## src/rtl/nubus_cpu_arbiter.sv

```systemverilog
// ---------------------------------------------------------------------------
// nubus_cpu_arbiter
//    Two-requester front end for a single NuBus master. The arbiter grants one
//    requester at a time (round-robin, with optional bus locking), registers the
//    granted request onto the cpu_* master interface, waits for the master to
//    complete or for a timeout, and returns a one-cycle completion pulse with
//    read data and an error flag to the granted requester.
//
// Parameters
//    TIMEOUT_CLOCKS  BUSY cycles allowed before the transfer is aborted (1..255)
//    ERR_RDATA       read data returned on an aborted transfer
//
// Ports
//    cpu_clk_i, cpu_reset_i        clock, synchronous active-high reset
//    sN_valid_i/addr_i/wdata_i     requester N request (held until sN_ready_o)
//    sN_write_i                    byte strobes, 0 = read
//    sN_lock_i                     keep bus ownership after this transfer
//    sN_ready_o/rdata_o/err_o      completion pulse, read data, timeout flag
//    cpu_valid_o/addr_o/wdata_o    request to the NuBus master
//    cpu_write_o, cpu_lock_o       strobes and lock of the granted request
//    cpu_ready_i, cpu_rdata_i      master completion and read data
//    arb_grant_o, arb_busy_o       current owner index, transfer in flight
//
// State table
//    state      | meaning
//    ST_IDLE    | no transfer; arbitrate (only the owner is considered if locked)
//    ST_BUSY    | request presented to the master, timeout counter running
//    ST_RELEASE | one dead cycle after completion; requests are ignored
// ---------------------------------------------------------------------------
module nubus_cpu_arbiter #(
   parameter int unsigned TIMEOUT_CLOCKS = 255,
   parameter logic [31:0] ERR_RDATA      = 32'hFFFF_FFFF
) (
   input  logic        cpu_clk_i,
   input  logic        cpu_reset_i,
   input  logic        s0_valid_i,
   input  logic [31:0] s0_addr_i,
   input  logic [31:0] s0_wdata_i,
   input  logic [3:0]  s0_write_i,
   input  logic        s0_lock_i,
   output logic        s0_ready_o,
   output logic [31:0] s0_rdata_o,
   output logic        s0_err_o,
   input  logic        s1_valid_i,
   input  logic [31:0] s1_addr_i,
   input  logic [31:0] s1_wdata_i,
   input  logic [3:0]  s1_write_i,
   input  logic        s1_lock_i,
   output logic        s1_ready_o,
   output logic [31:0] s1_rdata_o,
   output logic        s1_err_o,
   output logic        cpu_valid_o,
   output logic [31:0] cpu_addr_o,
   output logic [31:0] cpu_wdata_o,
   output logic [3:0]  cpu_write_o,
   output logic        cpu_lock_o,
   input  logic        cpu_ready_i,
   input  logic [31:0] cpu_rdata_i,
   output logic        arb_grant_o,
   output logic        arb_busy_o
);

   typedef enum logic [1:0] {
      ST_IDLE    = 2'd0,
      ST_BUSY    = 2'd1,
      ST_RELEASE = 2'd2
   } state_e;

   // The counter holds the number of BUSY cycles already completed, so the
   // abort fires at the end of the TIMEOUT_CLOCKS-th BUSY cycle.
   localparam logic [7:0] TIMEOUT_LAST = 8'(TIMEOUT_CLOCKS - 1);

   state_e      state_q;
   logic        lock_q;
   logic        last_q;
   logic        grant_q;
   logic [7:0]  cnt_q;
   logic        cpu_valid_q;
   logic [31:0] cpu_addr_q;
   logic [31:0] cpu_wdata_q;
   logic [3:0]  cpu_write_q;
   logic        s0_ready_q;
   logic        s1_ready_q;
   logic        s0_err_q;
   logic        s1_err_q;
   logic [31:0] s0_rdata_q;
   logic [31:0] s1_rdata_q;
   logic        arb_busy_q;

   logic        grant_en_d;
   logic        grant_idx_d;
   logic        lock_drop_d;
   logic        timeout_d;
   logic        owner_valid;
   logic        owner_lock;
   logic [31:0] sel_addr;
   logic [31:0] sel_wdata;
   logic [3:0]  sel_write;
   logic        sel_lock;

   assign owner_valid = grant_q ? s1_valid_i : s0_valid_i;
   assign owner_lock  = grant_q ? s1_lock_i  : s0_lock_i;
   assign timeout_d   = (cnt_q == TIMEOUT_LAST);

   always_comb begin
      grant_en_d  = 1'b0;
      grant_idx_d = 1'b0;
      lock_drop_d = 1'b0;
      if (lock_q) begin
         // Locked: the other requester is invisible until the owner lets go.
         grant_en_d  = owner_valid;
         grant_idx_d = grant_q;
         lock_drop_d = !owner_valid && !owner_lock;
      end else begin
         grant_en_d = s0_valid_i || s1_valid_i;
         if (s0_valid_i && s1_valid_i) begin
            grant_idx_d = ~last_q;
         end else begin
            grant_idx_d = s1_valid_i;
         end
      end
   end

   assign sel_addr  = grant_idx_d ? s1_addr_i  : s0_addr_i;
   assign sel_wdata = grant_idx_d ? s1_wdata_i : s0_wdata_i;
   assign sel_write = grant_idx_d ? s1_write_i : s0_write_i;
   assign sel_lock  = grant_idx_d ? s1_lock_i  : s0_lock_i;

   always_ff @(posedge cpu_clk_i) begin
      if (cpu_reset_i) begin
         state_q     <= ST_IDLE;
         lock_q      <= 1'b0;
         last_q      <= 1'b1;
         grant_q     <= 1'b0;
         cnt_q       <= 8'd0;
         cpu_valid_q <= 1'b0;
         cpu_addr_q  <= 32'd0;
         cpu_wdata_q <= 32'd0;
         cpu_write_q <= 4'd0;
         s0_ready_q  <= 1'b0;
         s1_ready_q  <= 1'b0;
         s0_err_q    <= 1'b0;
         s1_err_q    <= 1'b0;
         s0_rdata_q  <= 32'd0;
         s1_rdata_q  <= 32'd0;
         arb_busy_q  <= 1'b0;
      end else begin
         s0_ready_q <= 1'b0;
         s1_ready_q <= 1'b0;
         s0_err_q   <= 1'b0;
         s1_err_q   <= 1'b0;
         case (state_q)
            ST_IDLE: begin
               if (grant_en_d) begin
                  state_q     <= ST_BUSY;
                  grant_q     <= grant_idx_d;
                  last_q      <= grant_idx_d;
                  lock_q      <= sel_lock;
                  cnt_q       <= 8'd0;
                  cpu_valid_q <= 1'b1;
                  cpu_addr_q  <= sel_addr;
                  cpu_wdata_q <= sel_wdata;
                  cpu_write_q <= sel_write;
                  arb_busy_q  <= 1'b1;
               end else if (lock_drop_d) begin
                  lock_q <= 1'b0;
               end
            end
            ST_BUSY: begin
               cnt_q <= cnt_q + 8'd1;
               // A completion in the same cycle as the timeout is a normal finish.
               if (cpu_ready_i) begin
                  state_q     <= ST_RELEASE;
                  cpu_valid_q <= 1'b0;
                  if (grant_q) begin
                     s1_ready_q <= 1'b1;
                     s1_rdata_q <= cpu_rdata_i;
                  end else begin
                     s0_ready_q <= 1'b1;
                     s0_rdata_q <= cpu_rdata_i;
                  end
               end else if (timeout_d) begin
                  state_q     <= ST_RELEASE;
                  cpu_valid_q <= 1'b0;
                  lock_q      <= 1'b0;
                  if (grant_q) begin
                     s1_ready_q <= 1'b1;
                     s1_err_q   <= 1'b1;
                     s1_rdata_q <= ERR_RDATA;
                  end else begin
                     s0_ready_q <= 1'b1;
                     s0_err_q   <= 1'b1;
                     s0_rdata_q <= ERR_RDATA;
                  end
               end
            end
            ST_RELEASE: begin
               state_q    <= ST_IDLE;
               arb_busy_q <= 1'b0;
            end
            default: begin
               state_q     <= ST_IDLE;
               cpu_valid_q <= 1'b0;
               arb_busy_q  <= 1'b0;
            end
         endcase
      end
   end

   assign s0_ready_o  = s0_ready_q;
   assign s1_ready_o  = s1_ready_q;
   assign s0_err_o    = s0_err_q;
   assign s1_err_o    = s1_err_q;
   assign s0_rdata_o  = s0_rdata_q;
   assign s1_rdata_o  = s1_rdata_q;
   assign cpu_valid_o = cpu_valid_q;
   assign cpu_addr_o  = cpu_addr_q;
   assign cpu_wdata_o = cpu_wdata_q;
   assign cpu_write_o = cpu_write_q;
   assign cpu_lock_o  = lock_q;
   assign arb_grant_o = grant_q;
   assign arb_busy_o  = arb_busy_q;

endmodule
```

## config.mk

```make
export PLATFORM = sky130hd
export DESIGN_NAME = nubus_cpu_arbiter
export DESIGN_NICKNAME = d
export VERILOG_FILES = /design/src/rtl/nubus_cpu_arbiter.sv
export SDC_FILE = /design/constraint.sdc
export NUM_CORES = 1
export LEC_CHECK = 0
export BUFFER_PORTS_ARGS = -buffer_cell sky130_fd_sc_hd__buf_2
export CORE_AREA = 2 2 123 125
export DETAILED_ROUTE_END_ITERATION = 12
export DIE_AREA = 0 0 125 127
export PLACE_DENSITY = 0.76
export SLEW_MARGIN = 20
export SYNTH_ARGS = -nofsm -noshare
export SYNTH_HDL_FRONTEND = slang
export SYNTH_SLANG_ARGS = --single-unit
```

## constraint.sdc

```tcl
create_clock -name cpu_clk_i -period 4.17 [get_ports cpu_clk_i]
set_input_delay 0.834 -clock cpu_clk_i [delete_from_list [all_inputs] [get_ports cpu_clk_i]]
set_output_delay 0.834 -clock cpu_clk_i [all_outputs]
set_load 0.02 [all_outputs]
```

==> flow_summary.html <==
<table>
<tr><th>Metric</th><th>Value</th></tr>
<tr><th colspan="2">Timing</th></tr>
<tr><td>Peak clock frequency supported by timing</td><td>between 0.3 and 0.4 GHz</td></tr>
<tr><td>Final number of hold-violating endpoints</td><td>0</td></tr>
<tr><td>RSZ-0062 raised after global routing</td><td>no</td></tr>
<tr><td>Final period utilization</td><td>roughly 63%</td></tr>
<tr><td>Fin Clk Skew</td><td>roughly 0.009 ns</td></tr>
<tr><td>Setup_tns</td><td>0 ns</td></tr>
<tr><td>Post-layout minimum cycle time</td><td>2.620 ns</td></tr>
<tr><td>Relative slew slack</td><td>36.09%</td></tr>
<tr><td>Fin. max-slew vios</td><td>0</td></tr>
<tr><td>Number of failing setup endpoints in the final timing report</td><td>0</td></tr>
<tr><td>Worst Tran Pin Value</td><td>0.9586 ns</td></tr>
<tr><th colspan="2">Critical path</th></tr>
<tr><td>Worst Path Class, Setup</td><td>register to register</td></tr>
<tr><td>Path depth of the worst reg2reg path</td><td>5</td></tr>
<tr><td>Reg-to-Reg Start</td><td>arb_grant_o</td></tr>
<tr><td>End of the worst register-to-register path</td><td>cpu_addr_o[8]</td></tr>
<tr><td>Critical Path RT</td><td>4.50 ns</td></tr>
<tr><td>Worst-path fanout max</td><td>101</td></tr>
<tr><td>Type of destination of the critical path</td><td>register</td></tr>
<tr><td>Launching element type of the critical path</td><td>register</td></tr>
<tr><td>Crit path arrival time</td><td>between 2 and 3 ns</td></tr>
<tr><td>Reg2Reg Setup Slack</td><td>approximately 1.5 ns</td></tr>
<tr><th colspan="2">Synthesis</th></tr>
<tr><td>Synth Warn #</td><td>0</td></tr>
<tr><td>FF+latch count, synth</td><td>roughly 150</td></tr>
<tr><td>Synth area leader</td><td>sky130_fd_sc_hd__dfxtp_1</td></tr>
<tr><td>Leading post-synthesis cells by cell area</td><td>sky130_fd_sc_hd__dfxtp_1 (49%), sky130_fd_sc_hd__mux2i_1 (11%), sky130_fd_sc_hd__nor2_1 (8.5%)</td></tr>
<tr><td>Mapped Area</td><td>slightly above 6000 um^2</td></tr>
<tr><td>Average instance area after synthesis</td><td>~9 um^2</td></tr>
<tr><td>Unique cell type count in the Yosys netlist</td><td>37</td></tr>
<tr><td>Portion of synthesized cell area occupied by the leading cell type</td><td>between 40% and 50%</td></tr>
<tr><td>Share of the yosys chip area belonging to registers</td><td>48.72%</td></tr>
<tr><td>Synthesized net count</td><td>866</td></tr>
<tr><td>Post-Syn Instances</td><td>roughly 690</td></tr>
<tr><th colspan="2">Hold path</th></tr>
<tr><td>Capture endpoint of the worst hold path</td><td>s1_rdata_o[18]</td></tr>
<tr><td>Class of the most critical hold timing path</td><td>register to register</td></tr>
<tr><td>Hold path startpoint</td><td>s1_rdata_o[18]</td></tr>
<tr><td>Hold-critical path depth</td><td>2</td></tr>
<tr><th colspan="2">Placed design</th></tr>
<tr><td># placed instances</td><td>~1100</td></tr>
<tr><td>Half-perimeter wire length of the detailed placement result</td><td>between 10000 and 15000 um</td></tr>
<tr><td>Weighted congestion reported at the end of routability-driven placement</td><td>between 0.7 and 0.8</td></tr>
<tr><td>Input/output buffers</td><td>around 310</td></tr>
<tr><th colspan="2">Global routing</th></tr>
<tr><td>Global-route wire length before repair</td><td>28590 um</td></tr>
<tr><td>Initial antenna violation count</td><td>4</td></tr>
<tr><td>Total congestion overflow</td><td>0</td></tr>
<tr><td>Number of global-route vias before repair</td><td>between 5000 and 6000</td></tr>
<tr><td>Maximum number of pins on one net before global-route repair</td><td>approximately 100</td></tr>
<tr><td>All-layer global routing usage</td><td>between 20% and 30%</td></tr>
<tr><th colspan="2">Detailed routing</th></tr>
<tr><td>Overall routed net length</td><td>between 15000 and 20000 um</td></tr>
<tr><td>Drt first pass iters</td><td>4</td></tr>
<tr><td>Avg WL per Cell</td><td>15.57 um</td></tr>
<tr><td>Drt initial violations</td><td>345</td></tr>
<tr><td># DRC</td><td>0</td></tr>
<tr><td>Antenna-violating nets left</td><td>0</td></tr>
<tr><td>Via count of the routed design</td><td>around 6000</td></tr>
<tr><td>Vias per inst</td><td>slightly above 5</td></tr>
<tr><th colspan="2">Die</th></tr>
<tr><td>Horizontal die dimension</td><td>~130 um</td></tr>
<tr><td>Die footprint</td><td>between 15000 and 20000 um^2</td></tr>
<tr><td>Core box area</td><td>between 10000 and 15000 um^2</td></tr>
<tr><td>Top-level port count</td><td>roughly 320</td></tr>
<tr><td>Starting Density</td><td>~43%</td></tr>
<tr><td>Height of the chip</td><td>~130 um</td></tr>
<tr><td>Number of rows in the core area</td><td>44</td></tr>
<tr><th colspan="2">Power and ir drop</th></tr>
<tr><td>Peak ir drop on the vdd network</td><td>approximately 270 uV</td></tr>
<tr><td>Power Total</td><td>0.004062 W</td></tr>
<tr><td>Power Dens Cells</td><td>480.1 nW/um^2</td></tr>
<tr><td>LEAKAGE</td><td>~4.3 nW</td></tr>
<tr><th colspan="2">Clock network</th></tr>
<tr><td>CTS clock-pin slew for the worst setup and hold paths</td><td>0.06 ns</td></tr>
<tr><td>CTS Hold Buffers Added</td><td>0</td></tr>
<tr><td>Clock tree buffer depth</td><td>2</td></tr>
<tr><td>TritonCTS clock tree</td><td>built</td></tr>
<tr><td>Post-CTS repair timing setup buffer count</td><td>0</td></tr>
<tr><td>Clock buffer count from CTS</td><td>17</td></tr>
<tr><td>Number of sinks on the clock net</td><td>~150</td></tr>
<tr><td>Resized Gates After CTS</td><td>0</td></tr>
<tr><td>Maximum level of the CTS H-tree</td><td>4</td></tr>
<tr><td>Clock latency on the worst-skew pair</td><td>0.42 ns</td></tr>
<tr><td>Buffer cell driving the clock tree root</td><td>sky130_fd_sc_hd__clkbuf_16</td></tr>
<tr><th colspan="2">Cells and area</th></tr>
<tr><td>Utilization of the core after routing</td><td>slightly below 60%</td></tr>
<tr><td>Register area</td><td>3023 um^2</td></tr>
<tr><td>Synthesis-to-finish area growth</td><td>36.34%</td></tr>
<tr><td>Final-layout fill cell count</td><td>around 1300</td></tr>
<tr><td>Combined area of the multi-input logic cells</td><td>slightly below 3000 um^2</td></tr>
<tr><td>Nets@finish</td><td>1152</td></tr>
<tr><td>Share of cells above drive strength 1</td><td>between 30% and 40%</td></tr>
<tr><td>Post-route insts no fill</td><td>about 1200</td></tr>
<tr><th colspan="2">Outcome</th></tr>
<tr><td>Run status</td><td>finished, final reports clean</td></tr>
<tr><th colspan="2">Flow run</th></tr>
<tr><td>Maximum capacitance violations</td><td>0</td></tr>
</table>
## placed cells by master, fill, tap and decap left out, types with 4 or more instances in the layout
master,Yosys,routed
sky130_fd_sc_hd__nand3_1,9,9
sky130_fd_sc_hd__buf_2,12,313
sky130_fd_sc_hd__inv_1,4,4
sky130_fd_sc_hd__mux2i_1,71,70
sky130_fd_sc_hd__nand2_1,8,8
sky130_fd_sc_hd__dfxtp_1,151,151
sky130_fd_sc_hd__buf_4,1,9
sky130_fd_sc_hd__clkbuf_16,0,17
sky130_fd_sc_hd__a21oi_1,73,73
sky130_fd_sc_hd__a211oi_1,68,68
sky130_fd_sc_hd__nor3_1,5,5
sky130_fd_sc_hd__or2_2,4,4
sky130_fd_sc_hd__nand2b_1,66,66
sky130_fd_sc_hd__nor2_1,141,141
## final cells by class
type | count | area share, %
Clock inverter | 11 | 1.464
Clock buffer | 21 | 5.443
Multi-Input combinational cell | 478 | 34.88
Antenna cell | 1 | 0.02958
Inverter | 4 | 0.1775
Timing Repair Buffer | 323 | 19.55
Tap cell | 184 | 2.721
Sequential cell | 151 | 35.73
## cells by family after synthesis
family | after synthesis | share of synthesized area [%]
AND/OR/NAND/NOR | 249 | 19.10
buffers and inverters | 60 | 3.932
multiplexers | 71 | 11.45
flip-flops | 151 | 48.72
AO/OA/AOI/OAI | 156 | 16.39
adder cells (fa/ha/maj) | 2 | 0.4032
## how the worst max path moves through the flow
| stage | start | end | cells after the start |
|---|---|---|---|
| global route | arb_grant_o | cpu_addr_o[20] | 5 |
| floorplan | s1_valid_i | cpu_wdata_o[10] | 6 |
| detailed placement | s1_valid_i | cpu_addr_o[1] | 6 |
| CTS | arb_grant_o | cpu_addr_o[1] | 5 |
| global placement | s1_valid_i | arb_grant_o | 6 |
| finish | arb_grant_o | cpu_addr_o[8] | 5 |
## state kept, by name, summed over array words and instances (netlist names)
name,flops
cpu_valid_o,1
arb_busy_o,1
cpu_wdata_o,32
s1_ready_o,1
cnt_q,8
s0_rdata_o,32
cpu_lock_o,1
s1_err_o,1
last_q,1
arb_grant_o,1
s1_rdata_o,32
cpu_write_o,4
s0_err_o,1
s0_ready_o,1
state_q,2
cpu_addr_o,32
## through the flow
stage / cell area (um^2) / hold WS, ns / setup WS (ns)
after floorplan: 6205 / 0.4402 / 2.057
after global placement: 7873 / 0.4536 / 1.460
after detailed placement: 7873 / 0.4568 / 1.389
after CTS: 8457 / 0.4670 / 1.569
after global routing: 8459 / 0.4800 / 1.249
final: 8459 / 0.4667 / 1.550
## worst max-delay path: stages, from the launching register on
cell and delay, ns:
sky130_fd_sc_hd__dfxtp_1 0.68, sky130_fd_sc_hd__mux2i_1 0.27, sky130_fd_sc_hd__a2111oi_4 0.40, sky130_fd_sc_hd__buf_4 0.76, sky130_fd_sc_hd__nor2_1 0.08, sky130_fd_sc_hd__a211oi_1 0.26
## cell usage after synthesis
cell / number
sky130_fd_sc_hd__dfxtp_1: 151
sky130_fd_sc_hd__nor2_1: 141
sky130_fd_sc_hd__a21oi_1: 73
sky130_fd_sc_hd__mux2i_1: 71
sky130_fd_sc_hd__a211oi_1: 68
sky130_fd_sc_hd__nand2b_1: 66
sky130_fd_sc_hd__clkbuf_1: 43
sky130_fd_sc_hd__buf_2: 12
sky130_fd_sc_hd__nand3_1: 9
sky130_fd_sc_hd__nand2_1: 8
sky130_fd_sc_hd__nor3_1: 5
sky130_fd_sc_hd__inv_1: 4
sky130_fd_sc_hd__or2_2: 4
sky130_fd_sc_hd__a21boi_0: 3
sky130_fd_sc_hd__nand3b_1: 3
sky130_fd_sc_hd__ha_1: 2
sky130_fd_sc_hd__nand4_1: 2
sky130_fd_sc_hd__nor2b_1: 2
sky130_fd_sc_hd__nor4_1: 2
sky130_fd_sc_hd__o41ai_1: 2
sky130_fd_sc_hd__or4_1: 2
sky130_fd_sc_hd__a2111o_1: 1
sky130_fd_sc_hd__a2111oi_4: 1
sky130_fd_sc_hd__a22oi_1: 1
sky130_fd_sc_hd__a311oi_1: 1
sky130_fd_sc_hd__a31oi_1: 1
sky130_fd_sc_hd__a41o_1: 1
sky130_fd_sc_hd__a41oi_1: 1
sky130_fd_sc_hd__and2_1: 1
sky130_fd_sc_hd__and4_1: 1
sky130_fd_sc_hd__and4b_1: 1
sky130_fd_sc_hd__buf_4: 1
sky130_fd_sc_hd__nor4b_1: 1
sky130_fd_sc_hd__o21ai_0: 1
sky130_fd_sc_hd__o21bai_1: 1
sky130_fd_sc_hd__o311ai_0: 1
sky130_fd_sc_hd__or3b_2: 1
## where the power goes
| part | leakage [nW] | internal, W | total [W] | switching, W |
|---|---|---|---|---|
| Combinational | 2.74 | 0.000337 | 0.000868 | 0.000532 |
| Clock | 0.279 | 0.000912 | 0.00152 | 0.000605 |
| Sequential | 1.24 | 0.00159 | 0.00168 | 0.0000845 |
| Total | 4.26 | 0.00284 | 0.00406 | 0.00122 |
## per-layer routing
layer / vias to the layer above / routed length [um] / global-route usage [%]
met1: 2714 / 7191 / 25.84
li1: 2983 / - / -
met4: 2 / 316 / 7.974
met3: 24 / 1748 / 8.794
met2: 229 / 8986 / 38.14
met5: - / 17 / 0
Note: power is estimated with default switching activity, not from simulation.
